$ cat config.mk
export PLATFORM = sky130hd
export DESIGN_NAME = i2c_codec_target_flat
export DESIGN_NICKNAME = d
export VERILOG_FILES = /design/src/rtl/i2c_codec_target_if.sv /design/src/rtl/i2c_codec_target.sv /design/src/flat_wrapper.sv
export SDC_FILE = /design/constraint.sdc
export NUM_CORES = 1
export LEC_CHECK = 0
export ABC_AREA = 1
export BUFFER_PORTS_ARGS = -buffer_cell sky130_fd_sc_hd__buf_2
export CAP_MARGIN = 20
export CORE_MARGIN = 1
export CORE_UTILIZATION = 43
export DETAILED_ROUTE_END_ITERATION = 6
export GPL_TIMING_DRIVEN = 0
export PLACE_DENSITY = 0.69
export SLEW_MARGIN = 20
export SYNTH_ARGS = -nofsm -noshare
export SYNTH_HDL_FRONTEND = slang
export SYNTH_SLANG_ARGS = --single-unit
$ cat constraint.sdc
create_clock -name i_clk -period 4.8 [get_ports i_clk]
set_clock_uncertainty 0.05 [all_clocks]
set_input_delay 0.48 -clock i_clk [delete_from_list [all_inputs] [get_ports i_clk]]
set_output_delay 0.48 -clock i_clk [all_outputs]
set_load 0.01 [all_outputs]
$ cat src/rtl/i2c_codec_target_if.sv
// I2C codec target bus bundle: SCL/SDA pins in, ACK drive and
// register-write results out.
interface i2c_codec_target_if;
   logic       i_sclk;
   logic       i_sdat;
   logic       o_sda_oe;
   logic       o_reg_wr;
   logic [6:0] o_reg_addr;
   logic [8:0] o_reg_data;
   logic       o_busy;
   logic       o_frame_err;

   // master: the I2C bus / host side that drives the pins
   modport master (
      output i_sclk, i_sdat,
      input  o_sda_oe, o_reg_wr, o_reg_addr, o_reg_data, o_busy, o_frame_err
   );

   // slave: the codec target block
   modport slave (
      input  i_sclk, i_sdat,
      output o_sda_oe, o_reg_wr, o_reg_addr, o_reg_data, o_busy, o_frame_err
   );
endinterface

$ cat src/rtl/i2c_codec_target.sv
// I2C write-only codec control target. It accepts the frame
// START, {DEV_ADDR,W}, {reg[6:0],d[8]}, d[7:0], and then issues one
// register-write strobe.
module i2c_codec_target #(
   parameter logic [6:0] DEV_ADDR  = 7'h1A,
   parameter int         MIN_PHASE = 4
) (
   input logic           i_clk,
   input logic           i_rst,
   i2c_codec_target_if.slave bus
);

   // Edge detection lags the pins by three cycles, so very short SCL phases would smear.
   if (MIN_PHASE < 3) begin : g_phase_chk
      $error("MIN_PHASE must be at least 3");
   end

   typedef enum logic [2:0] {IDLE, ADDR, ACK_A, REG, ACK_R, DATA, ACK_D, IGNORE} state_t;

   state_t     state, state_nx;
   logic       scl_s1, scl_s2, scl_d, sda_s1, sda_s2, sda_d;
   logic [1:0] settle;
   logic       armed, scl_rise, scl_fall, start_c, stop_c;
   logic [2:0] cnt;
   logic [7:0] sh, byte_nx;
   logic [6:0] cap_addr;
   logic       cap_d8;
   logic       sda_oe, sda_oe_nx, wr_nx, err_nx, cnt_clr, shift_en, cap_en;

   // Two-flop synchronizers plus an edge-detect stage. The settle count masks
   // the false edges that appear while the synchronizers refill after reset.
   always_ff @(posedge i_clk or posedge i_rst) begin
      if (i_rst) begin
         {scl_s1, scl_s2, scl_d} <= 3'b111;
         {sda_s1, sda_s2, sda_d} <= 3'b111;
         settle                  <= 2'd0;
      end else begin
         {scl_s1, scl_s2, scl_d} <= {bus.i_sclk, scl_s1, scl_s2};
         {sda_s1, sda_s2, sda_d} <= {bus.i_sdat, sda_s1, sda_s2};
         if (!armed) settle <= settle + 2'd1;
      end
   end

   assign armed    = (settle == 2'd3);
   assign scl_rise = armed &  scl_s2 & ~scl_d;
   assign scl_fall = armed & ~scl_s2 &  scl_d;
   assign start_c  = armed & scl_s2 & scl_d &  sda_d & ~sda_s2;
   assign stop_c   = armed & scl_s2 & scl_d & ~sda_d &  sda_s2;
   assign byte_nx  = {sh[6:0], sda_s2};

   // State register.
   always_ff @(posedge i_clk or posedge i_rst) begin
      if (i_rst) state <= IDLE;
      else       state <= state_nx;
   end

   // Next state and strobes. The ACK states drive SDA from the first SCL fall to the second.
   always_comb begin
      state_nx  = state;
      sda_oe_nx = 1'b0;
      wr_nx     = 1'b0;
      err_nx    = 1'b0;
      cnt_clr   = 1'b0;
      shift_en  = 1'b0;
      cap_en    = 1'b0;
      case (state)
         IDLE: if (start_c) begin
            state_nx = ADDR;
            cnt_clr  = 1'b1;
         end
         ADDR, REG, DATA: if (scl_rise) begin
            shift_en = 1'b1;
            if (cnt == 3'd7) begin
               if (state == REG)       state_nx = ACK_R;
               else if (state == DATA) state_nx = ACK_D;
               else if (byte_nx[7:1] == DEV_ADDR && !byte_nx[0]) state_nx = ACK_A;
               else                    state_nx = IGNORE;
            end
         end
         ACK_A, ACK_R, ACK_D: begin
            sda_oe_nx = sda_oe;
            if (scl_fall) begin
               if (!sda_oe) begin
                  sda_oe_nx = 1'b1;
               end else begin
                  sda_oe_nx = 1'b0;
                  cnt_clr   = 1'b1;
                  case (state)
                     ACK_A:   state_nx = REG;
                     ACK_R:   begin state_nx = DATA; cap_en = 1'b1; end
                     default: begin state_nx = IGNORE; wr_nx = 1'b1; end
                  endcase
               end
            end
         end
         default: ;
      endcase
      // Bus conditions override the byte engine and any ACK in progress.
      if (stop_c) begin
         state_nx  = IDLE;
         sda_oe_nx = 1'b0;
         wr_nx     = 1'b0;
         cap_en    = 1'b0;
         shift_en  = 1'b0;
         err_nx    = (state != IDLE) && (state != IGNORE);
      end else if (start_c && state != IDLE) begin
         state_nx  = ADDR;
         cnt_clr   = 1'b1;
         sda_oe_nx = 1'b0;
         wr_nx     = 1'b0;
         cap_en    = 1'b0;
         shift_en  = 1'b0;
         err_nx    = (state == REG) || (state == ACK_R) || (state == DATA) || (state == ACK_D);
      end
   end

   // Datapath: bit shifter, byte-2 capture, registered outputs.
   always_ff @(posedge i_clk or posedge i_rst) begin
      if (i_rst) begin
         cnt             <= 3'd0;
         sh              <= 8'd0;
         cap_addr        <= 7'd0;
         cap_d8          <= 1'b0;
         sda_oe          <= 1'b0;
         bus.o_reg_wr    <= 1'b0;
         bus.o_frame_err <= 1'b0;
         bus.o_busy      <= 1'b0;
         bus.o_reg_addr  <= 7'd0;
         bus.o_reg_data  <= 9'd0;
      end else begin
         if (cnt_clr)       cnt <= 3'd0;
         else if (shift_en) cnt <= cnt + 3'd1;
         if (shift_en) sh <= byte_nx;
         if (cap_en) begin
            cap_addr <= sh[7:1];
            cap_d8   <= sh[0];
         end
         sda_oe          <= sda_oe_nx;
         bus.o_reg_wr    <= wr_nx;
         bus.o_frame_err <= err_nx;
         bus.o_busy      <= (state_nx != IDLE);
         if (wr_nx) begin
            bus.o_reg_addr <= cap_addr;
            bus.o_reg_data <= {cap_d8, sh};
         end
      end
   end

   assign bus.o_sda_oe = sda_oe;

endmodule

$ cat src/flat_wrapper.sv
// flat-port wrapper written by rule: the top's interface ports become plain ports
module i2c_codec_target_flat 
#(
   parameter logic [6:0] DEV_ADDR  = 7'h1A,
   parameter int         MIN_PHASE = 4
)
  (i_clk, i_rst, bus_i_sclk, bus_i_sdat, bus_o_sda_oe, bus_o_reg_wr, bus_o_reg_addr, bus_o_reg_data, bus_o_busy, bus_o_frame_err);
  i2c_codec_target_if bus_i ();
  input logic i_clk;
  input logic i_rst;
  input wire logic [$bits(bus_i.i_sclk)-1:0] bus_i_sclk;
  input wire logic [$bits(bus_i.i_sdat)-1:0] bus_i_sdat;
  output wire logic [$bits(bus_i.o_sda_oe)-1:0] bus_o_sda_oe;
  output wire logic [$bits(bus_i.o_reg_wr)-1:0] bus_o_reg_wr;
  output wire logic [$bits(bus_i.o_reg_addr)-1:0] bus_o_reg_addr;
  output wire logic [$bits(bus_i.o_reg_data)-1:0] bus_o_reg_data;
  output wire logic [$bits(bus_i.o_busy)-1:0] bus_o_busy;
  output wire logic [$bits(bus_i.o_frame_err)-1:0] bus_o_frame_err;
  assign bus_i.i_sclk = bus_i_sclk;
  assign bus_i.i_sdat = bus_i_sdat;
  assign bus_o_sda_oe = bus_i.o_sda_oe;
  assign bus_o_reg_wr = bus_i.o_reg_wr;
  assign bus_o_reg_addr = bus_i.o_reg_addr;
  assign bus_o_reg_data = bus_i.o_reg_data;
  assign bus_o_busy = bus_i.o_busy;
  assign bus_o_frame_err = bus_i.o_frame_err;
  i2c_codec_target #(.DEV_ADDR(DEV_ADDR), .MIN_PHASE(MIN_PHASE)) u_core (.i_clk(i_clk), .i_rst(i_rst), .bus(bus_i));
endmodule
-- After elaboration in Yosys (flattened, before gate mapping)
Index checks and enable logic that the tools add are counted.
- flip-flop bits (word level): 50
- bits in latches: 0
- memory bits (writable): 0
- bits in read-only memories: 0
- input bits: 4
- output and inout bits: 20
- logic and storage cells: 101
- memories kept: 0
- add/sub/neg operators: 2
- multiply operators: 0
- div/mod/pow operators: 0
- magnitude comparators: 0
- equality and inequality tests: 11
- shift-type cells: 0
- multiplexer cells: 43
- bitwise operators: 13
- reductions and logical operators: 14
- operators by type and width (cell ; count):
    2-to-1 mux 3 bit ; 12
    2-to-1 mux 1 bit ; 28
    equality test 3 bit, second input constant ; 4
    AND 1 bit ; 9
    one-hot mux 3 bit (3 select lines) ; 1
    equality test 7 x 5 -> 1 bit, second input constant ; 1
    equality test 3 x 2 -> 1 bit, second input constant ; 2
    one-hot mux 3 bit (2 select lines) ; 1
    nonzero test 3 bit ; 2
    OR reduction 3 bit ; 2
    inequality test 4 x 1 -> 1 bit, second input constant ; 1
    NOT 1 bit ; 4
    adder 3 x 1 -> 3 bit, second input constant ; 1
    equality test 3 x 1 -> 1 bit, second input constant ; 1
    logical AND 1 bit ; 3
    zero test 3 bit ; 1
    logical OR 1 bit ; 3
    inequality test 3 bit, second input constant ; 1
    adder 2 x 1 -> 2 bit, second input constant ; 1
    equality test 2 bit, second input constant ; 1
    one-hot mux 1 bit (2 select lines) ; 1
    nonzero test 2 bit ; 1
    OR reduction 2 bit ; 1
    zero test 1 bit ; 1

-- Depth between registers and ports, before layout
Gate-level depths: netlist of the first run.
- word-level depth: 11
- gate-level depth with buffers: 11
- depth with buffers taken out: 11

-- Worst setup path before layout of the first run
No wires, ideal clock.
- path kind: register -> register
- start point: register u_core.settle[0]
- end point: register u_core.bus.o_reg_addr[4]
- library setup time: 125 ps
- data arrival time: 1499 ps
- required time: 4625 ps
- path slack: 3125 ps
- stages on the path, launching flop included: 8
- buffers on the path: 1
- clock period less this slack: 1675 ps
- path through: dfrtp_1 ha_1 nand3_2 nor2_4 nand2_4 nor2_8 buf_12 mux2_4
- word-level cells in the longest chain between the ends: 8
- elaborated cells between the ends (all ways): 14
- those cells by class: eq/ne: 1; mux: 4; bitwise: 8; reduce/logical: 1
- ends and longest elaborated chain (element ; RTL line ; source):
    from (decl) ; i2c_codec_target.sv:22 ; logic [1:0] settle;
    from (signal assigned) ; i2c_codec_target.sv:40 ; if (!armed) settle <= settle + 2'd1;
    equality test 2 bit * ; i2c_codec_target.sv:44 ; assign armed = (settle == 2'd3);
    AND 1 bit (2 in series) ; i2c_codec_target.sv:47, i2c_codec_target.sv:48 ;
    AND 1 bit (2 in series) ; i2c_codec_target.sv:47 ; assign start_c = armed & scl_s2 & scl_d & sda_d & ~sda_s2;
    logical AND 1 bit ; i2c_codec_target.sv:106 ; end else if (start_c && state != IDLE) begin
    2-to-1 mux 1 bit ; i2c_codec_target.sv:106 ;
    2-to-1 mux 1 bit * ; i2c_codec_target.sv:99 ; if (stop_c) begin
    to (signal assigned) ; i2c_codec_target.sv:143 ; bus.o_reg_addr <= cap_addr;
    to (decl) ; i2c_codec_target_if.sv:22 ; output o_sda_oe, o_reg_wr, o_reg_addr, o_reg_data, o_busy, o_frame_err
Mark *: on every way between the ends. The rest lies on a longest branch, timed or not.
A chain may end at the register's enable or synchronous reset.

-- Final worst setup path of the first run
- start point: register u_core.settle[0]
- end point: register u_core.bus.o_reg_addr[5]
The elaborated chain is that of the path after synthesis.

==> qor.csv, run 1 <==
metric,value,unit
status,"finished, final reports clean",
final.setup.worst_slack,2.95,ns
ys_ff_latch,50,
p_per_area,310,nW/um^2
viasPerCell,4.77,
worst_slew_pin_slew,0.514,ns
num_rows,25,
grt_start_max_net_pins,28,
vdd_ir_drop_max,109,uV
clkTransAtPathRegs,0.10,ns
synthAdderAreaFrac,1.75,%
synth_cell_type_count,32,
maxCapViolCount,0,
synth_ff_type,dfrtp_1,
place.gp.congestion,0.836,
synth_edf_count,0,
cell_internal_pwr,598,uW
drive_above_1_share,27.0,%
syn_nets,219,
synth.top_cells.by_area,"dfrtp_1 51%, dfstp_2 7.3%, nand2_1 7.2%",
arrival,1.99,ns
r2r_setup_slack,2.95,ns
syn_area,2150,sq um
area_growth,15.6,%
synthCells,212,
grt_pass1_vias,1476,
yosysMostFrequentCell,dfrtp_1,
drt_iter0_drc,149,
clk_latency,0.30,ns
fin_util,52.3,%
cp_top_family,simple AND/OR/NAND/NOR gates,
cp-end-kind,flop,
cts_buffers,5,
drv_slew,0,
rr_worst_depth,7,
synthXorXnorAreaFrac,0.814,%
hpwl,2670,um
initial_core_util,45.2,%
die_area,5290,sq um
io_pins,24,
place_area,2370,sq um
critPathKind,flop to flop,
yosys.area_share.simple,17.2,%
cts_tree,built,
power_switching_share,22.4,%
hold_viol_final,0,
ant_nets,0,
path_buf_inv,1,
die_height,72.7,um
first_pass_iters,4,
io_buffers,23,
yosys_warnings,0,
post_cts_buffers,0,
route.detailed.drc,0,
holdWs,0.147,ns
crit_end,u_core.bus.o_reg_addr[5],
clock_sinks,50,
die_w,72.7,um
hold_buffers,0,
r2r-end,u_core.bus.o_reg_addr[5],
worst-path-max-fanout,10,
avgSynthCellArea,10.1,sq um
setup_viol,0,
grt_pass1_wl,6400,um
min_path_type,input port to async pin,
pwr-share-comb,3.9,%
p_clk_share,39.5,%
min_period,1.85,ns
crit_chain,"ha_1, nand3_2, nor2_4, nand2_4, nor2_8, buf_12, mux2_4",
grt_antenna_before_repair,0,
grt-ovfl-total,0,
synth_top_cell_area_share,51.2,%
fmax,542,MHz
muxShareOfSynthArea,5.24,%
vias,1483,
fin_crit_sh,38.4,%
yosysTopAreaCell,dfrtp_1,
grtUsageTotal,15.8,%
yosysSeqAreaShare,58.5,%
core,4750,sq um
final.setup.tns,0,ns
finalNetCount,250,
fin_area,2490,sq um
htree_levels,2,
slew_headroom,65.7,%
synth_compound_area_share,9.71,%
p_switching,173,uW
rsz0062_at_grt,false,
synth_top_family_by_area,simple AND/OR/NAND/NOR gates,
clock-root-buffer,clkbuf_8,
cp.required,4.95,ns
postCtsResizedCells,0,
pre_cts_ws,2.97,ns
synthTopCellsByCount,"44 x dfrtp_1, 41 x nand2_1, 25 x inv_1, 21 x nor2_1, 18 x o21ai_0",
slowest_delay,0.38,ns
synthArstFlopShare,100,%
cts_max_path_buffers,2,
p_seq_share,56.6,%
p_leak,1.33,nW
crit_start,u_core.settle[0],
wl,3610,um
cp-start-kind,flop,
r2r-start,u_core.settle[0],
cp.depth,7,
diodes,0,
critPathSlowestCell,dfrtp_1,
wl_per_cell,11.6,um
==> cell type report <==
| cell class | count | area (sq um) |
|---|---|---|
| buffer | 5 | 45.0 |
| clock buffer | 5 | 68.8 |
| clock inverter | 3 | 47.5 |
| fill | 460 | 2270 |
| inverter | 27 | 101 |
| multi-input combinational | 130 | 746 |
| sequential | 50 | 1260 |
| tap | 67 | 83.8 |
| timing repair buffer | 24 | 135 |
==> cells in the final DEF (no fill, tap or decap), types with 2 or more instances in the layout <==
cell,n
a21oi_2,4
buf_12,2
a21oi_1,9
nor2_1,21
inv_2,3
buf_2,25
inv_1,24
nand4_1,2
ha_1,3
dfstp_2,6
a21boi_0,2
nand3_1,7
o21ai_0,18
dfrtp_1,44
nand2_1,41
mux2_2,6
clkbuf_8,5
nand2_2,2
mux2_4,3
==> per-stage QoR <==
stage,power (mW),std cells
2_1_floorplan,0.465,212
3_3_place_gp,0.472,302
3_5_place_dp,0.476,303
4_1_cts,0.781,311
5_1_grt,0.801,311
6_report,0.771,311
==> worst min-delay path by stage <==
stage	from	to	depth (start not counted)
finish	i_rst	u_core.state[2]	2
global placement	u_core.scl_s1	u_core.scl_s2	0
CTS	i_rst	u_core.sh[3]	2
detailed placement	u_core.sda_s1	u_core.sda_s2	0
floorplan	u_core.scl_s1	u_core.scl_s2	0
global route	i_rst	u_core.sh[3]	2
==> logic make-up after synthesis <==
family / Yosys count
simple gates: 80
xor+xnor: 2
flops: 50
buf+inv: 32
compound gates: 36
fa+ha+maj: 3
mux: 9
==> worst register-to-register path: cells and delay by family (launching register included) <==
kind	cells	cell delay (ns)
buffers and inverters	1	0.16
muxes	1	0.29
adders and majority gates	1	0.30
DFF	1	0.38
and+or+nand+nor	4	0.56
==> metal layers <==
layer | share of wire, % | vias to the layer above | wire [um] | track usage [%]
li1 | - | 740 | - | -
met1 | 47 | 708 | 1690 | 20.2
met2 | 47 | 31 | 1710 | 26.3
met3 | 4.2 | 4 | 151 | 3.31
met4 | 1.5 | 0 | 53 | 6.54
met5 | 0 | - | 0 | 0
==> flip-flops by register name (all words and copies together) (netlist names) <==
signal	flops
u_core.cnt	3
u_core.bus.o_frame_err	1
u_core.sda_s2	1
u_core.bus.o_reg_wr	1
u_core.scl_s2	1
u_core.scl_d	1
u_core.state	3
u_core.scl_s1	1
u_core.sda_d	1
u_core.cap_addr	7
u_core.bus.o_sda_oe	1
u_core.sh	8
u_core.cap_d8	1
u_core.settle	2
u_core.bus.o_reg_data	9
u_core.sda_s1	1
u_core.bus.o_busy	1
u_core.bus.o_reg_addr	7
==> power groups by stage <==
stage	Sequential [mW]	Clock (mW)	Combinational [mW]
after floorplan	0.444	0	0.0209
after global placement	0.445	0	0.0279
after detailed placement	0.445	0	0.0307
after CTS	0.437	0.313	0.0312
after global routing	0.438	0.328	0.0353
final	0.437	0.305	0.0298
No activity file was read; power rests on OpenSTA's default activity.
==> inputs of run 2 (changes only) <==
clock period = 1.8 ns   (was 4.8 ns; I/O delays follow)
==> qor.csv, run 2 (synthesis gave the netlist of run 1 again) <==
metric,value,unit,change
mostFrequentLayoutCells,"44 x dfrtp_1, 41 x nand2_1, 25 x buf_2, 24 x inv_1, 21 x nor2_1",,
r2r-start,u_core.settle[0],,
clock_sinks,50,,unchanged
vdd_ir_drop_max,292,uV,+170%
place.gp.congestion,0.836,,unchanged
finalNetCount,257,,+2.8%
worst_slew_pin_slew,0.515,ns,+0.000736 ns
wl_met2,1770,um,+3.3%
clk_latency,0.31,ns,about the same
route.detailed.drc,0,,unchanged
p_clk_share,39.5,%,about the same
cts_tree,built,,
grt-ovfl-total,0,,unchanged
min_period,1.72,ns,-0.127 ns
cts_max_path_buffers,2,,unchanged
diodes,0,,unchanged
clock-root-buffer,clkbuf_8,,
grt_antenna_before_repair,0,,unchanged
ant_nets,0,,unchanged
die_area,5290,sq um,unchanged
slew_headroom,65.6,%,about the same
initial_core_util,45.2,%,unchanged
num_rows,25,,unchanged
p_per_area,803,nW/um^2,+160%
fin_crit_sh,95.4,%,+57 points
holdWs,0.310,ns,+0.163 ns
rsz0062_at_grt,false,,
largest_register,u_core.bus.o_reg_data,,
grtUsageTotal,15.9,%,+0.060 points
hold_viol_final,0,,unchanged
arrival,1.87,ns,-0.12 ns
fmax,582,MHz,+7.4%
core,4750,sq um,unchanged
r2r-end,u_core.bus.o_reg_addr[5],,
p_switching,464,uW,+170%
final_common_cell,dfrtp_1,,
crit_start,u_core.settle[0],,
p_leak,1.36,nW,+2.8%
area_growth,19.5,%,
setup_viol,0,,unchanged
top_layer,met4,,
wl_met3,141,um,-6.6%
status,"finished, final reports clean",,
pwr-share-comb,4.1,%,+0.2 points
htree_levels,2,,unchanged
vias,1508,,+1.7%
min_path_type,flop to flop,,
p_seq_share,56.4,%,-0.2 points
final.setup.tns,0,ns,unchanged
crit_end,u_core.bus.o_reg_addr[5],,
drv_slew,0,,unchanged
drive_above_1_share,28.3,%,+1.2 points
r2r_setup_slack,0.08,ns,-2.87 ns
cp-end-kind,flop,,
wl_per_cell,11.6,um,-0.19%
power_switching_share,22.5,%,+0.061 points
cp-start-kind,flop,,
wl,3680,um,+2.1%
clkTransAtPathRegs,0.10,ns,about the same
grt_pass1_wl,6420,um,+0.42%
grt_start_max_net_pins,28,,unchanged
cp.required,1.95,ns,-3.00 ns
reg_top3,"u_core.bus.o_reg_data (9), u_core.sh (8)",,
worst-path-max-fanout,10,,unchanged
drt_iter0_drc,124,,-17%
viasPerCell,4.74,,-0.55%
largest_reg_flops,9,,unchanged
rr_worst_depth,7,,unchanged
io_buffers,23,,unchanged
cts_buffers,5,,unchanged
grt_pass1_vias,1484,,+0.54%
critPathKind,flop to flop,,
cell_internal_pwr,1.60,mW,+170%
io_pins,24,,unchanged
die_height,72.7,um,unchanged
die_w,72.7,um,unchanged
first_pass_iters,4,,unchanged
hpwl,2670,um,unchanged
maxCapViolCount,0,,unchanged
met1Wirelength,1720,um,+1.5%
[run 2: per-layer routing]
layer,global-route usage [%],vias to the layer above
li1,-,755
met1,20.2,719
met2,26.5,30
met3,3.31,4
met4,6.54,0
met5,0,-
[run 2: worst max-delay path, stage by stage, from the launching register on]
cell     delay [ns]
dfrtp_1        0.41
ha_4           0.19
nand3_2        0.12
nor2_4         0.15
nand2_4        0.08
nor2_8         0.17
buf_12         0.15
mux2_4         0.29
[run 2: stage by stage]
stage | setup WS, ns | utilization, % | instance area [sq um] | power (mW) | cells
after floorplan | 0.125 | - | 2150 | 1.24 | 212
after global placement | -0.235 | 49.4 | 2350 | 1.26 | 302
after detailed placement | -0.0339 | 49.8 | 2370 | 1.27 | 303
after CTS | 0.00771 | 53.0 | 2520 | 2.09 | 314
after global routing | 0.00252 | 54.1 | 2570 | 2.14 | 318
final | 0.0821 | 54.1 | 2570 | 2.06 | 318
[run 2: worst min-delay path by stage]
stage	start	end	depth (start not counted)
floorplan	bus_i_sclk	u_core.scl_s1	0
global route	u_core.scl_s1	u_core.scl_s2	0
CTS	u_core.sda_s1	u_core.sda_s2	0
global placement	bus_i_sclk	u_core.scl_s1	1
finish	u_core.sda_s1	u_core.sda_s2	0
detailed placement	i_rst	u_core.state[2]	2
[run 2: final cells by class]
cell class                      instances  area (sq um)
Sequential cell                        50          1260
Fill cell                             454          2180
Clock buffer                            5          68.8
Inverter                               27           101
Timing Repair Buffer                   31           208
Multi-Input combinational cell        130           758
Clock inverter                          3          47.5
Tap cell                               67          83.8
Buffer                                  5          45.0
[run 2: power groups by stage]
stage | logic, mW | registers, mW | clock network (mW)
2_1_floorplan | 0.0558 | 1.18 | 0
3_3_place_gp | 0.0743 | 1.19 | 0
3_5_place_dp | 0.0819 | 1.19 | 0
4_1_cts | 0.0880 | 1.16 | 0.836
5_1_grt | 0.0994 | 1.17 | 0.874
6_report | 0.0846 | 1.16 | 0.815
[run 2: what timing repair did]
| item | in CTS | in global routing |
|---|---|---|
| gates resized for setup | 1 | 1 |
| pin swaps | 0 | 1 |
| setup endpoints to repair | 3 | 9 |
| setup buffers | 0 | 4 |
| endpoints found under the hold margin | 19 | 0 |
| hold buffers | 3 | 0 |
==> inputs of run 3 (changes only) <==
ABC_AREA = 0   (was 1)
==> qor.csv, run 3 <==
metric,value,unit,change
maxCapViolCount,0,,unchanged
busiest_layer,met2,,
cts_buffers,5,,unchanged
grt_pass1_vias,1253,,-16%
seq_area,1260,sq um,unchanged
rsz0062_at_grt,true,,
grt.met2_usage,24.9,%,-1.6 points
clock_sinks,50,,unchanged
synth_ff_type,dfrtp_1,,
min_period,1.79,ns,+0.0727 ns
final_common_cell,dfrtp_1,,
pwr-share-comb,11.6,%,+7.5 points
largest_register,u_core.bus.o_reg_data,,
yosysTopAreaCell,dfrtp_1,,
setup_viol,0,,unchanged
area_growth,23.7,%,
io_pins,24,,unchanged
cts_max_path_buffers,2,,unchanged
hold_viol_final,0,,unchanged
ys_ff_latch,50,,unchanged
grtUsageMet1,20.5,%,+0.28 points
cp-end-kind,flop,,
cp-start-kind,flop,,
die_area,4980,sq um,-5.8%
synth.top_cells.by_area,"dfrtp_1 54%, mux2_2 18%, dfstp_2 7.8%",,
hpwl,2400,um,-10%
fin_crit_sh,99.5,%,+4.0 points
cts_tree,built,,
fmax,558,MHz,-4.1%
synth_cell_type_count,36,,+13%
finalPower,2.50,mW,+21%
ant_nets,0,,unchanged
reg_top3,"u_core.bus.o_reg_data (9), u_core.sh (8)",,
grtUsageTotal,15.5,%,-0.37 points
route.detailed.drc,0,,unchanged
avgSynthCellArea,14.6,sq um,+43%
arrival,1.92,ns,+0.05 ns
io_buffers,23,,unchanged
clk_latency,0.30,ns,about the same
critPathKind,flop to flop,,
p_seq_share,55.3,%,-1.1 points
n_fill_cell,348,,-23%
initial_core_util,45.5,%,+0.29 points
vias,1265,,-16%
place.gp.congestion,0.835,,about the same
synthCells,139,,-34%
yosys_warnings,0,,unchanged
power_switching_share,25.3,%,+2.8 points
viasPerCell,5.38,,+14%
p_per_area,1000,nW/um^2,+25%
grt-ovfl-total,0,,unchanged
yosysMostFrequentCell,dfrtp_1,,
core,4440,sq um,-6.5%
pre_cts_ws,-0.242,ns,-0.208 ns
synthTopCellsByCount,"44 x dfrtp_1, 33 x mux2_2, 6 x dfstp_2, 6 x nor2_1, 5 x a21oi_1",,
slew_headroom,72.3,%,+6.7 points
htree_levels,2,,unchanged
drv_slew,0,,unchanged
yosysSeqAreaShare,62.2,%,+3.7 points
vdd_ir_drop_max,469,uV,+61%
drive_above_1_share,50.8,%,+23 points
first_pass_iters,4,,unchanged
die_height,70.6,um,-2.9%
cell_internal_pwr,1.87,mW,+17%
largest_reg_flops,9,,unchanged
grt_start_max_net_pins,33,,+18%
wl_per_cell,14.7,um,+27%
status,"finished, final reports clean",,
p_leak,1.23,nW,-9.6%
p_switching,632,uW,+36%
syn_nets,146,,-33%
clkTransAtPathRegs,0.09,ns,about the same
wl,3460,um,-6.0%
synth_edf_count,0,,unchanged
cp.required,1.93,ns,-0.02 ns
syn_area,2020,sq um,-5.9%
drt_iter0_drc,67,,-46%
diodes,0,,unchanged
globalRouteMet3Util,4.70,%,+1.4 points
worst-path-max-fanout,8,,-2
grt_antenna_before_repair,0,,unchanged
die_w,70.6,um,-2.9%
finalNetCount,189,,-26%
grt_pass1_wl,6020,um,-6.2%
synth_top_cell_area_share,54.4,%,+3.2 points
clock-root-buffer,clkbuf_8,,
multiInputGateArea,764,sq um,+0.83%
synthArstFlopShare,100,%,unchanged
num_rows,24,,-4.0%
min_path_type,flop to flop,,
worst_slew_pin_slew,0.411,ns,-0.104 ns
final.setup.worst_slack,0.00940,ns,-0.0727 ns
p_clk_share,33.0,%,-6.5 points
mostFrequentLayoutCells,"44 x dfrtp_1, 32 x mux2_2, 24 x buf_2, 8 x buf_4",,
run 3: critical path, cell delays in order (launching register included):
cell      delay [ns]
dfrtp_1         0.40
ha_4            0.18
nand3b_4        0.10
or2_4           0.25
nor3b_4         0.21
buf_12          0.16
mux2_2          0.32
run 3: cells by family (layout without fill, tap and decap cells):
logic type / Yosys count / in the layout / synth area share [%]
adder cells (fa/ha/maj): 4 / 4 / 2.35
buffers and inverters: 7 / 51 / 1.61
multiplexers: 35 / 35 / 19.4
flip-flops: 50 / 50 / 62.2
AO/OA/AOI/OAI: 12 / 12 / 3.59
AND/OR/NAND/NOR: 28 / 28 / 9.59
XOR/XNOR: 3 / 3 / 1.30
run 3: cell type report:
class | count | area share, %
flip-flops and latches | 50 | 50.3
inverters | 1 | 0.150
clock buffers | 6 | 3.30
plain buffers | 6 | 1.75
clock inverters | 2 | 1.55
well taps | 52 | 2.60
repair buffers | 36 | 9.80
multi-input cells | 82 | 30.5
run 3: path summary, 6_finish.rpt:
kind / slack, ns / to / from / cells past startpoint
worst min-delay path: 0.31 / u_core.scl_s2 / u_core.scl_s1 / 0
max in group asynchronous: 0.77 / u_core.sda_s2 / i_rst / 4
worst max register to register: 0.009 / u_core.cap_addr[6] / u_core.settle[0] / 6
worst max-delay path: 0.009 / u_core.cap_addr[6] / u_core.settle[0] / 6
worst min register to register: 0.31 / u_core.scl_s2 / u_core.scl_s1 / 0
min in group asynchronous: 0.36 / u_core.bus.o_reg_addr[3] / i_rst / 3
run 3: what timing repair did:
| item | 4_1_cts | 5_1_grt |
|---|---|---|
| gates cloned | 0 | 0 |
| pin swaps | 4 | 0 |
| hold buffers | 3 | 0 |
| endpoints found under the setup margin | 24 | 20 |
| resized for setup | 8 | 1 |
| hold endpoints to repair | 20 | 0 |
| setup buffers | 3 | 6 |
run 3: power by group through the flow:
| stage | logic (mW) | clock network [mW] | registers [mW] |
|---|---|---|---|
| detailed placement | 0.284 | 0 | 1.40 |
| global placement | 0.258 | 0 | 1.39 |
| CTS | 0.295 | 0.847 | 1.38 |
| global route | 0.336 | 0.891 | 1.41 |
| finish | 0.291 | 0.827 | 1.38 |
| floorplan | 0.220 | 0 | 1.36 |
run 3: routing by layer:
layer | vias to the layer above | part of all wire [%]
li1 | 583 | -
met3 | 9 | 5.0
met2 | 46 | 49
met1 | 627 | 45
met5 | - | 0
met4 | 0 | 1.5
run 3: metrics by stage:
step | hold WS (ns) | area [sq um] | cells | TNS [ns] | util (%)
finish | 0.311 | 2500 | 235 | 0 | 56.3
global route | 0.319 | 2500 | 235 | -0.619 | 56.3
CTS | 0.310 | 2450 | 229 | 0 | 55.2
detailed placement | 0.147 | 2240 | 215 | -3.64 | 50.3
global placement | 0.235 | 2220 | 214 | -9.35 | 49.9
floorplan | 0.134 | 2040 | 139 | -0.0833 | -
